## src/rtl/pipe_ctrl_pkg.sv

```systemverilog
// Shared constants for the MiniMIPS32 pipeline control unit: reset/stop
// polarities and the default parameter values of pipe_ctrl.
package pipe_ctrl_pkg;

    localparam logic RstEnable = 1'b0;
    localparam logic Stop      = 1'b1;

    localparam int DEF_NSTAGE     = 6;
    localparam int DEF_FLUSH_HOLD = 2;
    localparam int DEF_PC_W       = 32;
    localparam int DEF_WDOG_W     = 16;
    localparam int DEF_WDOG_LIMIT = 4096;
    localparam int STALL_CNT_W    = 32;

endpackage

```

## src/rtl/pipe_ctrl_if.sv

```systemverilog
// Bundle between the pipeline stages / exception unit (master) and the
// pipeline control unit (slave).
interface pipe_ctrl_if
    import pipe_ctrl_pkg::*;
#(
    parameter int NSTAGE = DEF_NSTAGE,
    parameter int PC_W   = DEF_PC_W
);
    logic [NSTAGE-1:0]      stop_req;
    logic                   flush_req;
    logic [PC_W-1:0]        flush_pc;
    logic                   wdog_clr;
    logic [NSTAGE-1:0]      stall;
    logic                   flush_o;
    logic [PC_W-1:0]        flush_pc_o;
    logic                   wdog_timeout;
    logic [STALL_CNT_W-1:0] stall_cycles;

    modport master (
        output stop_req, flush_req, flush_pc, wdog_clr,
        input  stall, flush_o, flush_pc_o, wdog_timeout, stall_cycles
    );

    modport slave (
        input  stop_req, flush_req, flush_pc, wdog_clr,
        output stall, flush_o, flush_pc_o, wdog_timeout, stall_cycles
    );
endinterface

```

## src/rtl/pipe_ctrl_stall_thermo.sv

```systemverilog
// Priority-to-thermometer encoder: the highest requesting stage k stalls
// stages 0..k+1 (clamped to the last stage) so one bubble is inserted.
module stall_thermo
    import pipe_ctrl_pkg::*;
#(
    parameter int NSTAGE = DEF_NSTAGE
) (
    input  logic [NSTAGE-1:0] i_stop_req,
    output logic [NSTAGE-1:0] o_stall
);

    logic w_acc;

    // stall[s] is the OR of every request at index s-1 or above.
    always_comb begin
        o_stall = '0;
        w_acc   = (i_stop_req[NSTAGE-1] == Stop);
        for (int s = NSTAGE - 1; s >= 1; s--) begin
            w_acc      = w_acc | (i_stop_req[s-1] == Stop);
            o_stall[s] = w_acc;
        end
        o_stall[0] = w_acc;
    end

endmodule

```

## src/rtl/pipe_ctrl.sv

```systemverilog
// Pipeline control unit: thermometer stall vector, stretched flush with held
// target PC, stall watchdog and stall-cycle performance counter.
module pipe_ctrl
    import pipe_ctrl_pkg::*;
#(
    parameter int NSTAGE     = DEF_NSTAGE,
    parameter int FLUSH_HOLD = DEF_FLUSH_HOLD,
    parameter int PC_W       = DEF_PC_W,
    parameter int WDOG_W     = DEF_WDOG_W,
    parameter int WDOG_LIMIT = DEF_WDOG_LIMIT
) (
    input  logic       cpu_clk_75M,
    input  logic       cpu_rst_n,
    pipe_ctrl_if.slave bus
);

    localparam int HOLD_W = (FLUSH_HOLD > 1) ? $clog2(FLUSH_HOLD) : 1;
    localparam logic [HOLD_W-1:0] HOLD_INIT = HOLD_W'(FLUSH_HOLD - 1);
    localparam logic [WDOG_W-1:0] RUN_LIMIT = WDOG_W'(WDOG_LIMIT);

    logic [NSTAGE-1:0]      w_stall_raw;
    logic                   w_rst_active;
    logic                   w_flush;
    logic                   w_stall_any;
    logic [WDOG_W-1:0]      w_run_next;

    logic [HOLD_W-1:0]      r_hold_cnt;
    logic [PC_W-1:0]        r_pc_q;
    logic [WDOG_W-1:0]      r_run_cnt;
    logic                   r_wdog_timeout;
    logic [STALL_CNT_W-1:0] r_stall_cycles;

    stall_thermo #(.NSTAGE(NSTAGE)) u_thermo (
        .i_stop_req (bus.stop_req),
        .o_stall    (w_stall_raw)
    );

    // Outputs are forced low during reset so an aborted flush leaves no trace.
    assign w_rst_active     = (cpu_rst_n == RstEnable);
    assign w_flush          = !w_rst_active && (bus.flush_req || (r_hold_cnt != '0));
    assign w_stall_any      = |bus.stall;
    assign bus.flush_o      = w_flush;
    assign bus.stall        = (w_rst_active || w_flush) ? '0 : w_stall_raw;
    assign bus.flush_pc_o   = w_rst_active ? '0 : (bus.flush_req ? bus.flush_pc : r_pc_q);
    assign bus.wdog_timeout = r_wdog_timeout;
    assign bus.stall_cycles = r_stall_cycles;

    always_ff @(posedge cpu_clk_75M or negedge cpu_rst_n) begin
        if (!cpu_rst_n) begin
            r_hold_cnt <= '0;
            r_pc_q     <= '0;
        end else if (bus.flush_req) begin
            r_hold_cnt <= HOLD_INIT;
            r_pc_q     <= bus.flush_pc;
        end else if (r_hold_cnt != '0) begin
            r_hold_cnt <= r_hold_cnt - HOLD_W'(1);
        end
    end

    always_comb begin
        w_run_next = r_run_cnt;
        if (!w_stall_any || w_flush) begin
            w_run_next = '0;
        end else if (r_run_cnt != RUN_LIMIT) begin
            w_run_next = r_run_cnt + WDOG_W'(1);
        end
    end

    // A clear in the same cycle as the trip wins over setting the flag.
    always_ff @(posedge cpu_clk_75M or negedge cpu_rst_n) begin
        if (!cpu_rst_n) begin
            r_run_cnt      <= '0;
            r_wdog_timeout <= 1'b0;
        end else if (bus.wdog_clr) begin
            r_run_cnt      <= '0;
            r_wdog_timeout <= 1'b0;
        end else begin
            r_run_cnt <= w_run_next;
            if (w_run_next == RUN_LIMIT) begin
                r_wdog_timeout <= 1'b1;
            end
        end
    end

    always_ff @(posedge cpu_clk_75M or negedge cpu_rst_n) begin
        if (!cpu_rst_n) begin
            r_stall_cycles <= '0;
        end else if (w_stall_any) begin
            r_stall_cycles <= r_stall_cycles + STALL_CNT_W'(1);
        end
    end

endmodule
```

## src/flat_wrapper.sv

```systemverilog
// flat-port wrapper written by rule: the top's interface ports become plain ports
module pipe_ctrl_flat import pipe_ctrl_pkg::*;
#(
    parameter int NSTAGE     = DEF_NSTAGE,
    parameter int FLUSH_HOLD = DEF_FLUSH_HOLD,
    parameter int PC_W       = DEF_PC_W,
    parameter int WDOG_W     = DEF_WDOG_W,
    parameter int WDOG_LIMIT = DEF_WDOG_LIMIT
)
  (cpu_clk_75M, cpu_rst_n, bus_stop_req, bus_flush_req, bus_flush_pc, bus_wdog_clr, bus_stall, bus_flush_o, bus_flush_pc_o, bus_wdog_timeout, bus_stall_cycles);
  pipe_ctrl_if #(.NSTAGE(NSTAGE), .PC_W(PC_W)) bus_i ();
  input  logic cpu_clk_75M;
  input  logic cpu_rst_n;
  input wire logic [$bits(bus_i.stop_req)-1:0] bus_stop_req;
  input wire logic [$bits(bus_i.flush_req)-1:0] bus_flush_req;
  input wire logic [$bits(bus_i.flush_pc)-1:0] bus_flush_pc;
  input wire logic [$bits(bus_i.wdog_clr)-1:0] bus_wdog_clr;
  output wire logic [$bits(bus_i.stall)-1:0] bus_stall;
  output wire logic [$bits(bus_i.flush_o)-1:0] bus_flush_o;
  output wire logic [$bits(bus_i.flush_pc_o)-1:0] bus_flush_pc_o;
  output wire logic [$bits(bus_i.wdog_timeout)-1:0] bus_wdog_timeout;
  output wire logic [$bits(bus_i.stall_cycles)-1:0] bus_stall_cycles;
  assign bus_i.stop_req = bus_stop_req;
  assign bus_i.flush_req = bus_flush_req;
  assign bus_i.flush_pc = bus_flush_pc;
  assign bus_i.wdog_clr = bus_wdog_clr;
  assign bus_stall = bus_i.stall;
  assign bus_flush_o = bus_i.flush_o;
  assign bus_flush_pc_o = bus_i.flush_pc_o;
  assign bus_wdog_timeout = bus_i.wdog_timeout;
  assign bus_stall_cycles = bus_i.stall_cycles;
  pipe_ctrl #(.NSTAGE(NSTAGE), .FLUSH_HOLD(FLUSH_HOLD), .PC_W(PC_W), .WDOG_W(WDOG_W), .WDOG_LIMIT(WDOG_LIMIT)) u_core (.cpu_clk_75M(cpu_clk_75M), .cpu_rst_n(cpu_rst_n), .bus(bus_i));
endmodule
```

## config.mk

```make
export PLATFORM = sky130hd
export DESIGN_NAME = pipe_ctrl_flat
export DESIGN_NICKNAME = d
export VERILOG_FILES = /design/src/rtl/pipe_ctrl_pkg.sv /design/src/rtl/pipe_ctrl_if.sv /design/src/rtl/pipe_ctrl_stall_thermo.sv /design/src/rtl/pipe_ctrl.sv /design/src/flat_wrapper.sv
export SDC_FILE = /design/constraint.sdc
export NUM_CORES = 1
export LEC_CHECK = 0
export ABC_AREA = 1
export ABC_CLOCK_PERIOD_IN_PS = 1700
export BUFFER_PORTS_ARGS = -buffer_cell sky130_fd_sc_hd__buf_2
export CAP_MARGIN = 20
export CELL_PAD_IN_SITES_DETAIL_PLACEMENT = 0
export CELL_PAD_IN_SITES_GLOBAL_PLACEMENT = 1
export CORE_MARGIN = 2
export CORE_UTILIZATION = 36
export CTS_BUF_LIST = sky130_fd_sc_hd__clkbuf_8
export DETAILED_ROUTE_END_ITERATION = 10
export PLACE_DENSITY = 0.85
export SLEW_MARGIN = 25
export SYNTH_ARGS = -nofsm -noshare
export SYNTH_HDL_FRONTEND = slang
export SYNTH_SLANG_ARGS = --single-unit
```

## constraint.sdc

```tcl
create_clock -name cpu_clk_75M -period 1.7 [get_ports cpu_clk_75M]
set_input_delay 0.255 -clock cpu_clk_75M [delete_from_list [all_inputs] [get_ports cpu_clk_75M]]
set_output_delay 0.255 -clock cpu_clk_75M [all_outputs]
set_load 0.01 [all_outputs]
```

==> results of run 1 <==
## layer usage
metal / vias to the layer above / share of wire [%] / track usage [%]
met4: 2 / 1.8 / 6.667
met1: 2095 / 47 / 26.00
met3: 24 / 5.5 / 5.230
met2: 114 / 46 / 28.89
met5: - / 0.10 / 0
li1: 2248 / - / -
## synth_stat cells (all sizes together)
master	count	area share, %
a21oi	38	4.2
buf	10	1.2
clkbuf	8	0.67
dfrtp	82	46
ha	3	0.83
inv	48	4.1
nand2	227	20
nand3	32	3.8
nand3b	1	0.17
nand4	17	2.8
nor2	72	6.7
nor3	13	1.9
nor4	5	0.83
o21ai	11	1.2
or2	2	0.28
xnor2	11	2.1
xor2	20	3.9
## kinds of logic (layout without fill, tap and decap cells)
family / after synthesis / count (layout) / synth area share (%)
simple gates: 369 / 369 / 36.16
flops: 82 / 82 / 45.54
buf+inv: 66 / 246 / 5.998
compound gates: 49 / 49 / 5.443
xor+xnor: 31 / 31 / 6.026
fa+ha+maj: 3 / 3 / 0.8332
## worst min path at each step
stage / depth (start not counted) / slack, ns / to
after floorplan: 0 / -0.04 / u_core.bus.stall_cycles[0]
after CTS: 3 / 0.08 / u_core.r_pc_q[3]
final: 2 / 0.08 / u_core.r_pc_q[24]
after global routing: 3 / 0.1 / u_core.r_pc_q[3]
after global placement: 2 / 0.31 / u_core.r_hold_cnt
after detailed placement: 2 / 0.30 / u_core.r_hold_cnt
## state kept, by name, summed over array words and instances, names as in the netlist
name	count
u_core.bus.stall_cycles	32
u_core.r_pc_q	32
u_core.r_run_cnt	16
u_core.bus.wdog_timeout	1
u_core.r_hold_cnt	1
## timing repair
| action | CTS | global route |
|---|---|---|
| gates cloned | 1 | 0 |
| pin swaps | 5 | 6 |
| hold endpoints to repair | 24 | 0 |
| setup buffers | 9 | 16 |
| hold buffers | 1 | 0 |
| gates resized for setup | 12 | 34 |
| setup endpoints to repair | 7 | 21 |
## stage by stage
stage	setup TNS (ns)	instances	total power, mW	worst slack [ns]
2_1_floorplan	0	600	2.792	0.003316
4_1_cts	-0.04455	933	4.962	-0.01317
5_1_grt	-1.036	948	5.289	-0.1983
3_3_place_gp	-0.03295	906	3.301	-0.03295
6_report	-0.09106	948	5.010	-0.08703
3_5_place_dp	-0.06620	906	3.321	-0.04055
## power breakdown
group,internal (mW),switching (mW)
combinational,0.531,0.644
sequential,2.12,0.118
clock,0.857,0.736
## final cells by class
class	instances	share of cell area (%)
sequential	82	33.50
multi-input combinational	452	37.88
clock buffer	10	2.238
clock inverter	6	1.322
inverter	48	3.011
tap	168	3.417
timing repair buffer	182	18.63
==> impl_results.md, run 1 <==
- Layout Skew: 0.01396 ns
- Slowest stage cell, crit path: dfrtp_2
- R2R cell count: 12
- DR DRC count: 0
- Core area: 12110 sq um
- Pins Over Slew Limit: 0
- Design Area, Final: 6151 sq um
- Violated checks: setup timing
- Initial DRC count: 236
- Die area: 13430 sq um
- Relative max-transition margin: 48.83%
- Clock Pin Slew Worst Setup and Hold Paths: 0.09 ns
- Yosys warnings: 0
- RSZ-0062 raised after global routing: yes
- IO Count: 114
- Vias: 4483
- Starting Density: 37.20%
- Commonest non-fill, non-tap cell in the layout: nand2_1
- Post-synth cell types: 32
- Worst slew pin tran: 0.7676 ns
- Worst-path fanout max: 4
- Antenna violations before repair: 1
- Die width: 115.9 um
- Sequential cell area: 2061 sq um
- Status: finished with violations
- Reg-to-reg endpoint: u_core.bus.wdog_timeout
- Row count: 40
- CP top delay family: simple AND/OR/NAND/NOR gates
- Vias/cell: 4.729
- Crit Path Category: reg -> reg
- DRT Pass-1 Iters: 4
- Dpl cell area: 5524 sq um
- Layout area overhead: 36.52%
- Power Density: 814.6 nW/um^2
- Die height: 115.9 um
- WP buf/inv: 1
- First-pass GRT wire length: 19970 um
- WL per Instance: 13.10 um
- Setup crit start kind: flop
- TritonCTS clock tree: yes
- Fin crit share: 105.1%
- Sequential fraction of the synthesis area: 45.54%
- Pin count of the biggest net entering global routing: 59
- FMAX: 559.6 MHz
- Post-DP HPWL: 8906 um
- Maximum root-to-sink buffer count: 2
- Num CTS Buffers: 9
- Ordered cell list for the critical path: inv_2, ha_1, nand2_1, nor2_4, nand2_2, nand2_2, nor2_1, nor2_1, nand3_1, nor2_2, nand2_1, a21oi_1
- Inserted Diodes: 0
- Placer Congestion: 0.8932
- Worst reg2reg setup slack: -0.09 ns
- Crit. End Element: flop
- WP data required: 2.00 ns
- Clk sinks: 82
- Cells after Synth: 600
- FF-to-FF Start: u_core.r_run_cnt[0]
- GRT Total Usage: 18.94%
- Worst setup margin: -0.08703 ns
- Worst Setup SP: u_core.r_run_cnt[0]
- Vias in the first global route: 4228
- Final WL: 12420 um
- Hold Crit Class: in -> async
- Synth Register Bits: 82
- CTS Root Cell: clkbuf_8
- H-tree depth: 3
- Commonest cells after routing, fill and taps aside: nand2_1, buf_2, dfrtp_1
- Final Hold Viols: 0
- Final setup fails: 2
- Syn_nets: 645
- Worst path max stage delay: 0.46 ns
- Levels on crit path: 12
- GRT Residual Overflow: 0
- Final Core Density: 50.79%
- NumNets Final: 820
- Peak supply drop: 0.4179 mV
- Syn Area/Cell: 7.509 sq um
- Leak Pwr: 3.330 nW
- Max-cap violations: 0
- Critical path arrival: 2.09 ns
- Area occupied by multi-input gates: 2330 sq um
- Share of cells above drive strength 1: 32.44%
- # fillers: 1198
- Number of port buffers: 113
- Worst hold margin: 0.08127 ns
- Minimum clock period: 1.787 ns
- Post-route ant nets: 0
- Mapped cell area: 4506 sq um
- Skew-Pair Late Insertion Delay: 0.37 ns
- Crit path to: u_core.bus.wdog_timeout
Power figures use the tool's default switching activity.
==> run 2: changes to the inputs <==
--- a/config.mk
+++ b/config.mk
@@ -16,6 +16,7 @@
 export CTS_BUF_LIST = sky130_fd_sc_hd__clkbuf_8
 export DETAILED_ROUTE_END_ITERATION = 10
 export PLACE_DENSITY = 0.85
+export RECOVER_POWER = 100
 export SLEW_MARGIN = 25
 export SYNTH_ARGS = -nofsm -noshare
 export SYNTH_HDL_FRONTEND = slang
==> impl_results.md, run 2 (same netlist as run 1, synthesis figures left out) <==
- RSZ-0062 raised after global routing: yes (unchanged)
- Final Hold Viols: 0 (unchanged)
- Critical path arrival: 2.09 ns (about the same)
- Vias: 4496 (was 4483)
- Worst reg2reg setup slack: -0.09 ns (about the same)
- Power Density: 815.7 nW/um^2 (was 814.6 nW/um^2)
- # fillers: 1227 (was 1198)
- Hold Crit Class: in -> reg (was in -> async)
- Minimum clock period: 1.787 ns (about the same)
- DRT Pass-1 Iters: 4 (unchanged)
- Max-cap violations: 0 (unchanged)
- Status: finished with violations (unchanged)
- GRT Total Usage: 18.94% (unchanged)
- Post-DP HPWL: 8906 um (unchanged)
- Total power: 4.948 mW (was 5.010 mW)
- Violated checks: setup timing (unchanged)
- Crit Path Category: reg -> reg (unchanged)
- Worst path max stage delay: 0.46 ns (about the same)
- Die width: 115.9 um (unchanged)
- Relative max-transition margin: 1.881% (was 48.83%)
- Leak Pwr: 3.220 nW (was 3.330 nW)
- Reg-to-reg endpoint: u_core.bus.wdog_timeout (unchanged)
- Die height: 115.9 um (unchanged)
- Vias in the first global route: 4228 (unchanged)
- Num CTS Buffers: 9 (unchanged)
- Starting Density: 37.20% (unchanged)
- Commonest cells after routing, fill and taps aside: nand2_1, buf_2, dfrtp_1 (unchanged)
- Placer Congestion: 0.8932 (unchanged)
- Row count: 40 (unchanged)
- First-pass GRT wire length: 19970 um (unchanged)
- GRT Residual Overflow: 0 (unchanged)
- CTS Root Cell: clkbuf_8 (unchanged)
- Clock Pin Slew Worst Setup and Hold Paths: 0.09 ns (about the same)
- Final TNS setup: -0.1136 ns (was -0.09106 ns)
- Antenna violations before repair: 1 (unchanged)
- Die area: 13430 sq um (unchanged)
- FF-to-FF Start: u_core.r_run_cnt[0] (unchanged)
- Peak supply drop: 0.3987 mV (was 0.4179 mV)
- Pin count of the biggest net entering global routing: 59 (unchanged)
- DR DRC count: 0 (unchanged)
- Slowest stage cell, crit path: dfrtp_2 (unchanged)
- Layout area overhead: 34.63% (was 36.52%)
- Vias/cell: 4.743 (was 4.729)
- Final setup fails: 4 (was 2)
- FMAX: 559.5 MHz (was 559.6 MHz)
- Post-route ant nets: 0 (unchanged)
- Crit. End Element: flop (unchanged)
- Share of cells above drive strength 1: 28.46% (was 32.44%)
- Pins Over Slew Limit: 0 (unchanged)
- Final Core Density: 50.08% (was 50.79%)
- R2R cell count: 10 (was 12)
- Worst setup margin: -0.08724 ns (was -0.08703 ns)
- # placed instances: 906 (unchanged)
- Commonest non-fill, non-tap cell in the layout: nand2_1 (unchanged)
- Worst-path fanout max: 4 (unchanged)
- WP data required: 2.00 ns (about the same)
- Inserted Diodes: 0 (unchanged)
- Layout Skew: 0.01419 ns (was 0.01396 ns)
- Crit path to: u_core.bus.wdog_timeout (unchanged)
- Number of port buffers: 113 (unchanged)
- Worst Setup SP: u_core.r_run_cnt[0] (unchanged)
- TritonCTS clock tree: yes (unchanged)
- Worst slew pin tran: 1.472 ns (was 0.7676 ns)
- WL per Instance: 13.10 um (about the same)
- Skew-Pair Late Insertion Delay: 0.37 ns (about the same)
- IO Count: 114 (unchanged)
- Maximum root-to-sink buffer count: 2 (unchanged)
- Initial DRC count: 249 (was 236)
- Core area: 12110 sq um (unchanged)
- Ordered cell list for the critical path: buf_4, buf_4, nand3_1, xor2_1, a21oi_1, nor2_1, nand3_1, nor2_2, nand2_1, a21oi_1 (was inv_2, ha_1, nand2_1, nor2_4, nand2_2, nand2_2, nor2_1, nor2_1, nand3_1, nor2_2, nand2_1, a21oi_1)
- Fin cells: 948 (unchanged)
- Final WL: 12420 um (about the same)
- Setup crit start kind: flop (unchanged)
- Fin crit share: 105.1% (about the same)
- NumNets Final: 820 (unchanged)
- H-tree depth: 3 (unchanged)
- Clk sinks: 82 (unchanged)
run 2: cell type report:
cell class	count	area, sq um	share of cell area, %
Tap cell	168	210.2	3.465
Clock buffer	10	137.6	2.269
Inverter	48	181.4	2.991
Timing Repair Buffer	182	1070	17.64
Multi-Input combinational cell	452	2330	38.41
Sequential cell	82	2056	33.89
Clock inverter	6	81.33	1.341
run 2: worst max-delay path: cells and delay by family, from the launching register on:
kind	cells	cell delay, ns
AO/OA/AOI/OAI	2	0.18
XOR/XNOR	1	0.21
buffers and inverters	2	0.27
flip-flops	1	0.46
AND/OR/NAND/NOR	5	0.61
run 2: worst min path at each step:
stage	slack, ns	startpoint	cells past startpoint	endpoint
floorplan	-0.04	cpu_rst_n	0	u_core.bus.stall_cycles[0]
global placement	0.31	cpu_rst_n	2	u_core.r_hold_cnt
detailed placement	0.30	cpu_rst_n	2	u_core.r_hold_cnt
CTS	0.08	bus_flush_pc[3]	3	u_core.r_pc_q[3]
global route	0.1	bus_flush_pc[3]	3	u_core.r_pc_q[3]
finish	0.1	bus_flush_pc[3]	3	u_core.r_pc_q[3]
run 2: through the flow:
step	setup slack [ns]	hold slack (ns)	area, sq um
4_1_cts	-0.01317	0.08467	5904
5_1_grt	-0.1983	0.09675	6066
3_3_place_gp	-0.03295	0.3054	5524
6_report	-0.08724	0.09610	6066
2_1_floorplan	0.003316	-0.04059	4508
3_5_place_dp	-0.04055	0.3008	5524
run 2: per-layer routing:
| layer | GRT usage, % | routed length [um] | vias up |
|---|---|---|---|
| met2 | 28.89 | 5669 | 116 |
| li1 | - | - | 2248 |
| met4 | 6.667 | 221 | 2 |
| met1 | 26.00 | 5837 | 2106 |
| met3 | 5.230 | 679 | 24 |
| met5 | 0 | 13 | - |
run 2: where the power goes:
part | switching [mW] | leakage, nW | internal (mW) | total, mW
clock network | 0.738 | 0.113 | 0.857 | 1.60
registers | 0.116 | 1.06 | 2.12 | 2.24
logic | 0.643 | 2.04 | 0.471 | 1.11
total | 1.50 | 3.22 | 3.45 | 4.95
run 2: timing repair:
action / 4_1_cts / 5_1_grt
setup buffers: 9 / 16
hold endpoints to repair: 24 / 0
resized for setup: 12 / 34
pin swaps: 5 / 6
cloned: 1 / 0
hold buffers: 1 / 0
endpoints found under the setup margin: 7 / 21
